## src/rtl/approx_mul_ha_pipe_if.sv

```systemverilog
// Operand/product stream and event-counter access for approx_mul_ha_pipe.
// The master side drives operands, out_ready and evt_clr.
interface approx_mul_ha_pipe_if #(
   parameter int unsigned W     = 8,
   parameter int unsigned CNT_W = 16
);
   logic             in_valid;
   logic             in_ready;
   logic [W-1:0]     x;
   logic [W-1:0]     y;
   logic             approx_en;
   logic             out_valid;
   logic             out_ready;
   logic [2*W-1:0]   p;
   logic [CNT_W-1:0] evt_cnt;
   logic             evt_clr;

   modport master (
      output in_valid, x, y, approx_en, out_ready, evt_clr,
      input  in_ready, out_valid, p, evt_cnt
   );

   modport slave (
      input  in_valid, x, y, approx_en, out_ready, evt_clr,
      output in_ready, out_valid, p, evt_cnt
   );
endinterface

```

## src/rtl/approx_mul_ha_pipe.sv

```systemverilog
// Two-stage elastic W x W multiplier: a half-adder array over row pairs with run-time
// approximation of low columns, then a final pair sum. Counts approximated HA events.
module approx_mul_ha_pipe #(
   parameter int unsigned W     = 8,
   parameter int unsigned K     = 4,
   parameter int unsigned CNT_W = 16
) (
   input logic                 clk,
   input logic                 rst_n,
   approx_mul_ha_pipe_if.slave bus
);
   localparam int unsigned NP = W / 2;
   localparam int unsigned PW = 2 * W;
   localparam int unsigned EW = $clog2(NP * (W - 1) + 1);
   localparam int unsigned SW = ((CNT_W > EW) ? CNT_W : EW) + 1;
   localparam logic [SW-1:0] CntMax = SW'({CNT_W{1'b1}});

   typedef logic [W:0] row_t;

   row_t [NP-1:0]  ha_t, ha_cy;
   logic [EW-1:0]  ha_ev;
   row_t [NP-1:0]  t_d, t_q, cy_d, cy_q;
   logic [EW-1:0]  ev_d, ev_q;
   logic           s1_valid_d, s1_valid_q;
   logic           out_valid_d, out_valid_q;
   logic [PW-1:0]  p_d, p_q, p_sum;
   logic [CNT_W-1:0] cnt_d, cnt_q;
   logic [SW-1:0]  cnt_sum;
   logic           stage1_adv, stage2_adv;

   assign stage2_adv    = !out_valid_q || bus.out_ready;
   assign stage1_adv    = !s1_valid_q || stage2_adv;
   assign bus.in_ready  = stage1_adv;
   assign bus.out_valid = out_valid_q;
   assign bus.p         = p_q;
   assign bus.evt_cnt   = cnt_q;

   // Half-adder array; an approximated cell ORs its inputs and drops the carry.
   always_comb begin
      logic a, b;
      a     = 1'b0;
      b     = 1'b0;
      ha_t  = '0;
      ha_cy = '0;
      ha_ev = '0;
      for (int j = 0; j < int'(NP); j++) begin
         ha_t[j][0] = bus.y[0] & bus.x[2*j];
         ha_t[j][W] = bus.y[W-1] & bus.x[2*j+1];
         for (int c = 1; c < int'(W); c++) begin
            a = bus.y[c] & bus.x[2*j];
            b = bus.y[c-1] & bus.x[2*j+1];
            if (bus.approx_en && (2 * j + c < int'(K))) begin
               ha_t[j][c] = a | b;
               ha_ev      = ha_ev + EW'(a & b);
            end else begin
               ha_t[j][c]    = a ^ b;
               ha_cy[j][c+1] = a & b;
            end
         end
      end
   end

   always_comb begin
      p_sum = '0;
      for (int j = 0; j < int'(NP); j++) begin
         p_sum = p_sum + (PW'(t_q[j]) << (2 * j)) + (PW'(cy_q[j]) << (2 * j));
      end
   end

   always_comb begin
      s1_valid_d  = s1_valid_q;
      t_d         = t_q;
      cy_d        = cy_q;
      ev_d        = ev_q;
      out_valid_d = out_valid_q;
      p_d         = p_q;
      cnt_d       = cnt_q;
      cnt_sum     = SW'(cnt_q) + SW'(ev_q);

      if (stage1_adv) begin
         s1_valid_d = bus.in_valid;
         if (bus.in_valid) begin
            t_d  = ha_t;
            cy_d = ha_cy;
            ev_d = ha_ev;
         end
      end

      if (stage2_adv) begin
         out_valid_d = s1_valid_q;
         if (s1_valid_q) p_d = p_sum;
      end

      // Clear wins; the event count of a beat advancing in the same cycle is dropped.
      if (bus.evt_clr) begin
         cnt_d = '0;
      end else if (stage2_adv && s1_valid_q) begin
         cnt_d = (cnt_sum > CntMax) ? {CNT_W{1'b1}} : cnt_sum[CNT_W-1:0];
      end
   end

   always_ff @(posedge clk) begin
      if (!rst_n) begin
         s1_valid_q  <= 1'b0;
         t_q         <= '0;
         cy_q        <= '0;
         ev_q        <= '0;
         out_valid_q <= 1'b0;
         p_q         <= '0;
         cnt_q       <= '0;
      end else begin
         s1_valid_q  <= s1_valid_d;
         t_q         <= t_d;
         cy_q        <= cy_d;
         ev_q        <= ev_d;
         out_valid_q <= out_valid_d;
         p_q         <= p_d;
         cnt_q       <= cnt_d;
      end
   end
endmodule
```

## src/flat_wrapper.sv

```systemverilog
// flat-port wrapper written by rule: the top's interface ports become plain ports
module approx_mul_ha_pipe_flat 
#(
   parameter int unsigned W     = 8,
   parameter int unsigned K     = 4,
   parameter int unsigned CNT_W = 16
)
  (clk, rst_n, bus_in_valid, bus_x, bus_y, bus_approx_en, bus_out_ready, bus_evt_clr, bus_in_ready, bus_out_valid, bus_p, bus_evt_cnt);
  approx_mul_ha_pipe_if #(.W(W), .CNT_W(CNT_W)) bus_i ();
  input logic clk;
  input logic rst_n;
  input wire logic [$bits(bus_i.in_valid)-1:0] bus_in_valid;
  input wire logic [$bits(bus_i.x)-1:0] bus_x;
  input wire logic [$bits(bus_i.y)-1:0] bus_y;
  input wire logic [$bits(bus_i.approx_en)-1:0] bus_approx_en;
  input wire logic [$bits(bus_i.out_ready)-1:0] bus_out_ready;
  input wire logic [$bits(bus_i.evt_clr)-1:0] bus_evt_clr;
  output wire logic [$bits(bus_i.in_ready)-1:0] bus_in_ready;
  output wire logic [$bits(bus_i.out_valid)-1:0] bus_out_valid;
  output wire logic [$bits(bus_i.p)-1:0] bus_p;
  output wire logic [$bits(bus_i.evt_cnt)-1:0] bus_evt_cnt;
  assign bus_i.in_valid = bus_in_valid;
  assign bus_i.x = bus_x;
  assign bus_i.y = bus_y;
  assign bus_i.approx_en = bus_approx_en;
  assign bus_i.out_ready = bus_out_ready;
  assign bus_i.evt_clr = bus_evt_clr;
  assign bus_in_ready = bus_i.in_ready;
  assign bus_out_valid = bus_i.out_valid;
  assign bus_p = bus_i.p;
  assign bus_evt_cnt = bus_i.evt_cnt;
  approx_mul_ha_pipe #(.W(W), .K(K), .CNT_W(CNT_W)) u_core (.clk(clk), .rst_n(rst_n), .bus(bus_i));
endmodule
```

## config.mk

```make
export PLATFORM = sky130hd
export DESIGN_NAME = approx_mul_ha_pipe_flat
export DESIGN_NICKNAME = d
export VERILOG_FILES = /design/src/rtl/approx_mul_ha_pipe_if.sv /design/src/rtl/approx_mul_ha_pipe.sv /design/src/flat_wrapper.sv
export SDC_FILE = /design/constraint.sdc
export NUM_CORES = 1
export LEC_CHECK = 0
export CAP_MARGIN = 20
export CORE_MARGIN = 3
export CORE_UTILIZATION = 50
export CTS_CLUSTER_SIZE = 28
export DETAILED_ROUTE_END_ITERATION = 10
export PLACE_DENSITY = 0.7
export SLEW_MARGIN = 20
export SYNTH_ARGS = -nofsm -noshare
export SYNTH_HDL_FRONTEND = slang
export SYNTH_SLANG_ARGS = --single-unit
```

## constraint.sdc

```tcl
create_clock -name clk -period 5.7 [get_ports clk]
set_clock_uncertainty 0.2 [all_clocks]
set_input_delay 0.57 -clock clk [delete_from_list [all_inputs] [get_ports clk]]
set_output_delay 0.57 -clock clk [all_outputs]
set_load 0.01 [all_outputs]
```

==> flow_summary.json, run 1 <==
{
  "crit_arrival_ps": 5390,
  "grt_pass1_wl_um": 25300,
  "worstPathRequired_ps": 5790,
  "timing.hold.ws_ps": 255,
  "dieWidth_um": 120,
  "firstDrtPassIters": 5,
  "avgSynthCellArea_um2": 8.48,
  "pin_count": 56,
  "synthMuxAreaShare_pct": 0.612,
  "fmax_mhz": 189,
  "cp-start-kind": "flop",
  "grt_usage_pct": 21.4,
  "max_cap_viol_count": 0,
  "path_buf_inv": 3,
  "ys_top_cells_by_count": "154 x nand2_1, 102 x dfxtp_1, 88 x a21oi_1, 76 x ha_1, 61 x inv_1",
  "yosys.area_share.simple_pct": 21.6,
  "initial_core_util_pct": 51.5,
  "run_status": "finished clean",
  "synth_ff_type": "dfxtp_1",
  "synth-compound-area-share_pct": 14.6,
  "vias_per_cell": 5.46,
  "setup_violations": 0,
  "ys_ff_latch": 102,
  "rsz0062_at_grt": "false",
  "num-nets-final": 939,
  "criticalPathCategory": "reg -> reg",
  "p_per_area_nw_per_um2": 228,
  "syn_area_um2": 6550,
  "row_count": 41,
  "ys_async_sr_fraction_pct": 0,
  "synth_edf_count": 0,
  "synthesis.nets": 904,
  "syn-instance-count": 772,
  "relSlewSlack_pct": 27.9,
  "place_ws_ps": 425,
  "wl_per_cell_um": 15.4,
  "numCtsBuffers": 9,
  "power.total_uw": 1720,
  "hpwl_um": 10800,
  "synth_area_leaders": "dfxtp_1 31%, ha_1 15%, fa_1 10%",
  "setup_slack_ps": 396,
  "cpMaxStageDelayCell": "fa_1",
  "die_area_um2": 14500,
  "final_util_pct": 59.1,
  "die_y_um": 120,
  "ir_worst_vdd_v": 0.000129,
  "clkSinkCount": 102,
  "final.min_clock_period_ps": 5300,
  "yosys_warnings": 0,
  "hold_violations": 0,
  "clockRootBuffer": "clkbuf_16",
  "post_cts_resized": 0,
  "htree_levels": 3,
  "synthAdderAreaFrac_pct": 24.9,
  "synth_top_family_by_area": "adder cells",
  "antenna_cells": 0,
  "routabilityCongestion": 0.840,
  "drive_gt1_share_pct": 3.82,
  "cts.hold.buffers_added": 0,
  "ys_types": 54,
  "wirelength_um": 15200,
  "cp_common_cell": "fa_1",
  "slew_violations": 0,
  "period_share_pct": 93.1,
  "yosysTopAreaCellShare_pct": 31.2,
  "hold_path_class": "reg -> reg",
  "p_leak_uw": 0.00321,
  "cpPeakStageDelay_ps": 550,
  "insertion_delay_ps": 350,
  "clk_pin_slew_ps": 70,
  "cp-end-kind": "flop",
  "cts_tree": "built",
  "antenna_found_initial": 0,
  "io_buffer_count": 55,
  "worstMarginPinSlew_ps": 1080,
  "yosys.area.top_type": "dfxtp_1",
  "final.setup.tns_ps": 0,
  "synth.most_common_cell": "nand2_1",
  "cpLargestDelayFamily": "adder cells",
  "post-cts-setup-buffers": 0,
  "core-area_um2": 12700,
  "area.growth.synth_to_final_pct": 14.9,
  "ant_nets": 0,
  "path_cells": "ha_1 > inv_1 > fa_1 > nor2b_1 > o21a_1 > o21a_1 > o311ai_0 > fa_1 > inv_1 > fa_1 > fa_1 > inv_1 > fa_1 > ha_1 > a211oi_1 > o211ai_1 > a211o_1 > nand3_1",
  "drc": 0,
  "drt_iter0_drc": 351,
  "cts_max_path_buffers": 2,
  "vias": 5374,
  "cp_max_fo": 5,
  "seq_area_frac_synth_pct": 31.2,
  "grt_max_degree": 77,
  "grt_pass1_vias": 5385,
  "synth_xor_area_share_pct": 1.20,
  "overflow": 0
}
metal layers:
metal	vias to the layer above	global-route usage, %	wire length, um
met2	133	35.2	7060
met1	2543	28.5	7220
li1	2678	-	-
met3	20	4.54	712
met4	0	6.02	210
met5	-	0	0
state kept, by name (all words and copies together) (netlist names):
signal                flops
u_core.bus.p             16
u_core.bus.out_valid      1
u_core.t_q               36
u_core.s1_valid_q         1
u_core.bus.evt_cnt       16
u_core.cy_q              28
u_core.ev_q               4
report_power, final:
group          internal (uW)  total, uW  switching, uW  leakage [uW]
registers                739        757           18.6      0.000829
logic                    123        299            176       0.00222
clock network            387        659            272      0.000162
total                   1250       1720            467       0.00321
path summary, 6_finish.rpt:
check	start	slack, ps	depth (start not counted)	to
max	u_core.t_q[2]	400	18	u_core.bus.p[15]
min	u_core.t_q[11]	250	2	u_core.t_q[11]
max reg2reg	u_core.t_q[2]	400	18	u_core.bus.p[15]
min reg2reg	u_core.t_q[11]	250	2	u_core.t_q[11]
through the flow:
step           cell area, um^2  cells
6_report                  7520    984
4_1_cts                   7520    984
3_3_place_gp              7200    968
5_1_grt                   7520    984
2_1_floorplan             6550    772
3_5_place_dp              7200    968
final cells by class:
class	count	area (um^2)
fill	1137	5200
multi-input combinational	573	4130
sequential	102	2040
timing repair buffer	59	581
clock buffer	13	280
inverter	62	233
tap	172	215
clock inverter	3	40.0
cells by family after synthesis:
logic type | Yosys count
compound gates | 157
xor+xnor | 9
fa+ha+maj | 110
buf+inv | 97
flops | 102
mux | 4
simple gates | 293
cells in the final DEF, fill, tap and decap left out, types with 2 or more instances in the layout:
master and n:
o21a_1 5, a21o_1 4, nand2_1 153, inv_2 2, nor3_1 7, xor2_1 7, o211ai_1 5, and2_1 56
mux2i_1 4, a31oi_1 13, o31ai_1 3, or4_1 4, fa_1 34, ha_1 76, nor2_1 13, clkbuf_8 4
clkinv_2 2, a21oi_1 88, nand3_2 2, o2111ai_1 2, inv_1 60, or3_1 3, a211oi_1 8, o21ai_0 9
nand2b_1 5, clkbuf_16 9, nand3b_1 7, dfxtp_1 102, xnor2_1 2, nand4_1 8, nor4_1 2, nand3_1 22
nor2b_1 4, buf_4 4, clkdlybuf4s50_1 55, a211o_1 6
tightest hold or removal path: cells and delay by family (launching register included):
kind	cells	cell delay, ps
AND/OR/NAND/NOR	1	50
AO/OA/AOI/OAI	1	50
flip-flops	1	310
Power figures use the tool's default switching activity.
==> run 2: changes to the inputs <==
CAP_MARGIN = 5   (was 20)
==> results of run 2 <==
The final DEF is identical to that of run 1; final timing and power are the same.
==> run 3: changes to the inputs <==
CAP_MARGIN = 0   (was 5)
GPL_ROUTABILITY_DRIVEN = 0   (was not set)
==> results of run 3 <==
The final DEF is identical to that of run 1; final timing and power are the same.
